===== src/rtl/uart_tx_pkg.sv =====
`default_nettype none
// ============================================================================
// Module   : uart_tx_pkg
// Purpose  : Shared state encodings, parity selectors and line levels for the
//            UART transmitter.
// Revision : 1.0 - initial release
// ============================================================================
package uart_tx_pkg;

    typedef enum logic [2:0] {
        ST_IDLE   = 3'd0,
        ST_START  = 3'd1,
        ST_DATA   = 3'd2,
        ST_PARITY = 3'd3,
        ST_STOP   = 3'd4
    } tx_state_t;

    localparam logic PAR_EVEN   = 1'b0;
    localparam logic PAR_ODD    = 1'b1;

    localparam logic LINE_IDLE  = 1'b1;
    localparam logic LINE_START = 1'b0;

endpackage
`default_nettype wire


===== src/rtl/uart_tx_serializer.sv =====
`default_nettype none
// ============================================================================
// Module   : uart_tx_serializer
// Purpose  : Payload shift register and bit counter for the UART transmitter.
// Revision : 1.0 - initial release
// ============================================================================
module uart_tx_serializer #(
    parameter int DATA_WIDTH = 8
) (
    input  logic                  CLK,
    input  logic                  RST,
    input  logic                  load,
    input  logic [DATA_WIDTH-1:0] load_data,
    input  logic                  shift_en,
    input  logic                  cnt_en,
    output logic                  ser_bit,
    output logic                  ser_done
);

    localparam int CNT_W = (DATA_WIDTH > 1) ? $clog2(DATA_WIDTH) : 1;
    localparam logic [CNT_W-1:0] c_LAST = CNT_W'(DATA_WIDTH - 1);

    logic [DATA_WIDTH-1:0] r_shift;
    logic [CNT_W-1:0]      r_cnt;

    // Bit 0 is always the next bit the line will carry.
    assign ser_bit  = r_shift[0];
    assign ser_done = cnt_en && (r_cnt == c_LAST);

    always_ff @(posedge CLK) begin
        if (!RST) begin
            r_shift <= '0;
            r_cnt   <= '0;
        end else if (load) begin
            r_shift <= load_data;
            r_cnt   <= '0;
        end else begin
            if (shift_en) begin
                r_shift <= r_shift >> 1;
            end
            if (cnt_en) begin
                r_cnt <= ser_done ? '0 : r_cnt + 1'b1;
            end
        end
    end

endmodule
`default_nettype wire


===== src/rtl/uart_tx.sv =====
`default_nettype none
// ============================================================================
// Module   : uart_tx
// Purpose  : UART transmit FSM: start bit, LSB-first data, optional parity,
//            one stop bit; one bit per CLK. Parity hardware is built only when
//            UART_TX_PARITY_EN is defined.
// Revision : 1.0 - initial release
// ============================================================================
module uart_tx
    import uart_tx_pkg::*;
#(
    parameter int DATA_WIDTH = 8
) (
    input  logic                  CLK,
    input  logic                  RST,
    input  logic [DATA_WIDTH-1:0] P_DATA,
    input  logic                  DATA_VALID,
    input  logic                  PAR_EN,
    input  logic                  PAR_TYP,
    output logic                  TX_OUT,
    output logic                  Busy
);

    tx_state_t r_state;
    logic      w_accept;
    logic      w_ser_bit;
    logic      w_ser_done;

    assign w_accept = DATA_VALID && ((r_state == ST_IDLE) || (r_state == ST_STOP));

    uart_tx_serializer #(
        .DATA_WIDTH (DATA_WIDTH)
    ) u_serializer (
        .CLK       (CLK),
        .RST       (RST),
        .load      (w_accept),
        .load_data (P_DATA),
        .shift_en  ((r_state == ST_START) || (r_state == ST_DATA)),
        .cnt_en    (r_state == ST_DATA),
        .ser_bit   (w_ser_bit),
        .ser_done  (w_ser_done)
    );

`ifdef UART_TX_PARITY_EN
    logic r_par_en;
    logic r_par_bit;

    // Parity is resolved at acceptance so the shifting payload is not needed later.
    always_ff @(posedge CLK) begin
        if (!RST) begin
            r_par_en  <= 1'b0;
            r_par_bit <= 1'b0;
        end else if (w_accept) begin
            r_par_en  <= PAR_EN;
            r_par_bit <= (^P_DATA) ^ (PAR_TYP == PAR_ODD);
        end
    end
`else
    logic w_unused_par;
    assign w_unused_par = ^{PAR_EN, PAR_TYP};
`endif

    always_ff @(posedge CLK) begin
        if (!RST) begin
            r_state <= ST_IDLE;
            TX_OUT  <= LINE_IDLE;
            Busy    <= 1'b0;
        end else begin
            case (r_state)
                ST_IDLE, ST_STOP: begin
                    if (w_accept) begin
                        r_state <= ST_START;
                        TX_OUT  <= LINE_START;
                        Busy    <= 1'b1;
                    end else begin
                        r_state <= ST_IDLE;
                        TX_OUT  <= LINE_IDLE;
                        Busy    <= 1'b0;
                    end
                end
                ST_START: begin
                    r_state <= ST_DATA;
                    TX_OUT  <= w_ser_bit;
                end
                ST_DATA: begin
                    if (w_ser_done) begin
`ifdef UART_TX_PARITY_EN
                        if (r_par_en) begin
                            r_state <= ST_PARITY;
                            TX_OUT  <= r_par_bit;
                        end else begin
                            r_state <= ST_STOP;
                            TX_OUT  <= LINE_IDLE;
                        end
`else
                        r_state <= ST_STOP;
                        TX_OUT  <= LINE_IDLE;
`endif
                    end else begin
                        TX_OUT <= w_ser_bit;
                    end
                end
`ifdef UART_TX_PARITY_EN
                ST_PARITY: begin
                    r_state <= ST_STOP;
                    TX_OUT  <= LINE_IDLE;
                end
`endif
                default: begin
                    r_state <= ST_IDLE;
                    TX_OUT  <= LINE_IDLE;
                    Busy    <= 1'b0;
                end
            endcase
        end
    end

endmodule
`default_nettype wire


===== config.mk =====
export PLATFORM = sky130hd
export DESIGN_NAME = uart_tx
export DESIGN_NICKNAME = d
export VERILOG_FILES = /design/src/rtl/uart_tx_pkg.sv /design/src/rtl/uart_tx_serializer.sv /design/src/rtl/uart_tx.sv
export SDC_FILE = /design/constraint.sdc
export NUM_CORES = 1
export LEC_CHECK = 0
export ABC_CLOCK_PERIOD_IN_PS = 2400
export CAP_MARGIN = 20
export CORE_AREA = 3 3 42 44
export CTS_CLUSTER_DIAMETER = 50
export DETAILED_ROUTE_END_ITERATION = 8
export DIE_AREA = 0 0 45 47
export PLACE_DENSITY = 0.78
export REMOVE_ABC_BUFFERS = 1
export SYNTH_ARGS = -nofsm -noshare
export SYNTH_HDL_FRONTEND = slang
export SYNTH_SLANG_ARGS = --single-unit

===== constraint.sdc =====
create_clock -name CLK -period 2.4 [get_ports CLK]
set_input_delay 0.24 -clock CLK [delete_from_list [all_inputs] [get_ports CLK]]
set_output_delay 0.24 -clock CLK [all_outputs]
set_load 0.02 [all_outputs]

# [Word level (Yosys, flattened, before mapping)]
# Cells that the tools add are included.
[word_totals] ff_bits=16 inputBits=13 elab_cells=32
[op_classes] add_sub_neg=1 n_eq_ne=5 mux=11 bitwise=1 reduce_logical=9
[ops] operator="two-way mux 8 bit" n=2
[ops] operator="case mux 3 bit (3 select lines)" n=1
[ops] operator="== test 3 bit, second input constant" n=2
[ops] operator="two-way mux 3 bit" n=2
[ops] operator="OR reduction 2 bit" n=3
[ops] operator="two-way mux 1 bit" n=4
[ops] operator="adder 3 x 1 -> 3 bit, second input constant" n=1
[ops] operator="== test 3 x 1 -> 1 bit, second input constant" n=1
[ops] operator="== test 3 x 2 -> 1 bit, second input constant" n=1
[ops] operator="logical NOT 3 bit" n=1
[ops] operator="case mux 1 bit (3 select lines)" n=1
[ops] operator="logical AND 1 bit" n=2
[ops] operator="logical OR 1 bit" n=2
[ops] operator="inequality test 2 bit, second input constant" n=1
[ops] operator="case mux 1 bit (2 select lines)" n=1
[ops] operator="nonzero test 2 bit" n=1
[ops] operator="inverter 1 bit" n=1

# [Logic depth before layout (Yosys ltp)]
[depth] depth_word=5 depth_mapped=5

# [Cells and area by module]
# Synthesis repeated with hierarchy kept, for this count alone.
[hier_totals] hier_cells=69 hier_area_um2=772.0
[by_module_without_submodules] mod="uart_tx_serializer" n_inst=1 cells_per_inst=50 area_each_um2=570.5 seq_area_each_um2=220.2
[by_module_without_submodules] mod="uart_tx" n_inst=1 cells_per_inst=19 area_each_um2=201.4 seq_area_each_um2=100.1

# [Worst setup path after synthesis]
# Ideal clock, no wire load.
[synth_timing] kind="flip-flop to flip-flop" start="register r_state[0]" end="register u_serializer.r_shift[4]" setup_time_ns=0.122 arrival_time_ns=1.188 required_time_ns=2.278 setup_slack_ns=1.090 path_stages_with_launch=6 path_buffers=2 cell_sequence="dfxtp_1 buf_6 or3b_1 buf_2 o32a_1 o311a_1"
[synth_via] elab_chain_len=4
[synth_lines] element="start, declared" line="uart_tx.sv:24" source="tx_state_t r_state;"
[synth_lines] element="start signal, assigned" line="uart_tx.sv:65" source="r_state <= ST_IDLE;"
[synth_lines] element="start signal, assigned" line="uart_tx.sv:72" source="r_state <= ST_START;"
[synth_lines] element="start signal, assigned" line="uart_tx.sv:76" source="r_state <= ST_IDLE;"
[synth_lines] element="== test 3 bit or logical NOT 3 bit (tied branches)" line="uart_tx.sv:29" source="assign w_accept = DATA_VALID && ((r_state == ST_IDLE) || (r_state == ST_STOP));"
[synth_lines] element="logical OR 1 bit" line="uart_tx.sv:29"
[synth_lines] element="logical AND 1 bit" line="uart_tx.sv:29"
[synth_lines] element="two-way mux 8 bit or nonzero test 2 bit (tied branches)"
[synth_lines] element="end signal, assigned" line="uart_tx_serializer.sv:35" source="r_shift <= load_data;"
[synth_lines] element="end signal, assigned" line="uart_tx_serializer.sv:39" source="r_shift <= r_shift >> 1;"
[synth_lines] element="end, declared" line="uart_tx_serializer.sv:23" source="logic [DATA_WIDTH-1:0] r_shift;"
# Several ways; a longest one is shown, not always the timed one.
# A chain may end at the register's enable or synchronous reset.

# [Worst setup path in the final report]
# Ends and elaborated chain as after synthesis.

==> results.yml <==
timing:
  relSlewSlack: 0.4237
  fin_ws_ns: 0.6610
  max_freq_mhz: 575.0
  tns_ns: 0
  final.period_utilization: 0.7246
  slew_viol_final: 0
  rsz0062_at_grt: "false"
  clock_skew_ns: 0.002872
  hold_viol: 0
  min_period_ns: 1.739
  setup_violations: 0
  worst_slew_pin_slew_ns: 0.8582
drt:
  wl_met3_um: 69
  wire_per_inst_um: 13.82
  drtIter0Drc: 9
  wl_um: 1437
  viasPerCell: 5.846
  top_layer: "met4"
  dr.pass1.iters: 5
  route.met2.wl_um: 656
  dr_total_vias: 608
  wl_met1_um: 692
  drc_errors: 0
  ant_nets: 0
cts:
  clkSinkCount: 16
  post-cts-setup-buffers: 0
  cts_htree_levels: 1
  cts_resized: 0
  numCtsBuffers: 3
  cts-root-buf: "clkbuf_4"
  cts_hold_buf: 0
  cts_tree: "yes"
  path_clk_slew_ns: 0.09
  clkLatencyLatePin_ns: 0.28
  clockBufferDepth: 2
floorplanning:
  core.rowCount: 14
  die_area_um2: 2115
  die_w_um: 45
  initial_core_util: 0.4991
  coreArea_um2: 1471
  design.portCount: 15
  die_h_um: 47
worst_setup_path:
  worstSetupPathType: "reg -> reg"
  critical_path_arrival_ns: 1.91
  start_kind: "register"
  cp_max_fo: 11
  cp.required_ns: 2.57
  end_kind: "register"
logic_synthesis:
  synth.cells.most_frequent: "16 x dfxtp_1, 9 x nor2_1, 6 x a211oi_1, 6 x o21ai_0, 5 x nor3_1"
  syn_avg_cell_area_um2: 9.297
  async_flop_share: 0
  netlist_instances: 79
  seq_area_frac_synth: 0.4361
  synth-main-ff-cell: "dfxtp_1"
  yosysTopAreaCell: "dfxtp_1"
  synth_area_um2: 734.5
  synth_most_common_cell: "dfxtp_1"
  yosysWarnings: 0
  synth_seq_cells: 16
  netlist.area_leader.share: 0.4361
  ys_types: 28
  synth_edf_count: 0
  synthTopCellsByArea: "dfxtp_1 44%, a211oi_1 6.1%, nor2_1 4.6%"
global_routing:
  grt_pass1_vias: 517
  antenna_found_initial: 0
  grt_max_degree: 16
  grt_pass1_wl_um: 2194
  grtUsageTotal: 0.1424
  overflow: 0
layout:
  antenna_cells: 0
  syn_to_final_growth_pct: 17.55
  drive_gt1_frac: 0.05682
  multi_input_area_um2: 376.6
  fill_cells: 132
  final_nets: 105
  instances_no_fill: 104
  regArea_um2: 320.3
place:
  gp_congestion: 0.7546
  dpl_worst_slack_ns: 0.7042
  port_buffers: 12
  dp_cells: 101
  hpwl_um: 961.2
job:
  drv_cap: 0
power_and_ir_drop:
  power_density_nw_per_um2: 637.6
  ir_worst_vdd_uv: 359.3
  p_leak_nw: 0.3277
status:
  status: "complete, no violations"
worst_hold_path:
  holdCritPathClass: "reg -> reg"
==> final timing paths <==
path	startpoint	end	slack, ns	cells after the start
worst max-delay path	r_state[0]	u_serializer.r_shift[4]	0.66	3
worst min-delay path	u_serializer.r_shift[0]	TX_OUT	0.47	1
worst max register to register	r_state[0]	u_serializer.r_shift[4]	0.66	3
worst min register to register	u_serializer.r_shift[0]	TX_OUT	0.47	1
==> cells in the final DEF, fill, tap and decap left out, types with 2 or more instances in the layout <==
cell type        netlist  final
a211oi_1               6      6
a21oi_1                2      2
clkbuf_4               0      3
clkdlybuf4s50_1        0     12
dfxtp_1               16     16
ha_1                   2      2
mux2i_1                2      2
nand2_1                3      3
nor2_1                 9      9
nor3_1                 5      5
nor3b_1                4      4
nor3b_2                2      2
o21ai_0                6      6
o311a_1                2      2
o32a_1                 2      2
==> cell type report <==
cell class,count,area share
Clock buffer,3,0.02609
Sequential cell,16,0.3710
Multi-Input combinational cell,56,0.4362
Timing Repair Buffer,12,0.1391
Tap cell,16,0.02319
Inverter,1,0.004348
==> flip-flops by register name, summed over array words and instances, names as in the netlist <==
signal and cells:
u_serializer.r_shift 8, r_state 3, u_serializer.r_cnt 3, Busy 1, TX_OUT 1
==> per-stage QoR <==
stage / power (mW) / cell area, um^2 / hold WS (ns) / utilization
3_3_place_gp: 0.4166 / 840.8 / 0.4515 / 0.5714
4_1_cts: 0.5547 / 863.3 / 0.4724 / 0.5867
5_1_grt: 0.5784 / 863.3 / 0.5112 / 0.5867
2_1_floorplan: 0.3774 / 700.7 / 0.3577 / -
3_5_place_dp: 0.4189 / 840.8 / 0.4498 / 0.5714
6_report: 0.5505 / 863.3 / 0.4701 / 0.5867
==> power breakdown <==
group / internal, mW / leakage (nW) / switching [mW] / total (mW)
clock network: 0.0583 / 0.0138 / 0.0780 / 0.136
logic: 0.0555 / 0.182 / 0.0536 / 0.109
registers: 0.289 / 0.132 / 0.0156 / 0.305
==> metal layers <==
layer | vias up | global-route usage
li1 | 308 | -
met4 | 0 | 0.07018
met3 | 3 | 0.02299
met2 | 18 | 0.2260
met5 | - | 0
met1 | 279 | 0.1879
==> logic make-up (layout without fill, tap and decap cells) <==
kind of cell	Yosys count	after routing	share of synthesized area
compound gates	22	22	0.2130
xor+xnor	1	1	0.01193
fa+ha+maj	2	2	0.03407
buf+inv	7	16	0.05110
flops	16	16	0.4361
mux	2	2	0.02726
simple gates	29	29	0.2266
==> critical path, stage by stage, from the launching register on <==
cell     delay (ns)
dfxtp_1        0.40
xnor2_1        0.73
nor2_1         0.18
o311a_1        0.33
(Power assumes the default switching activity.)
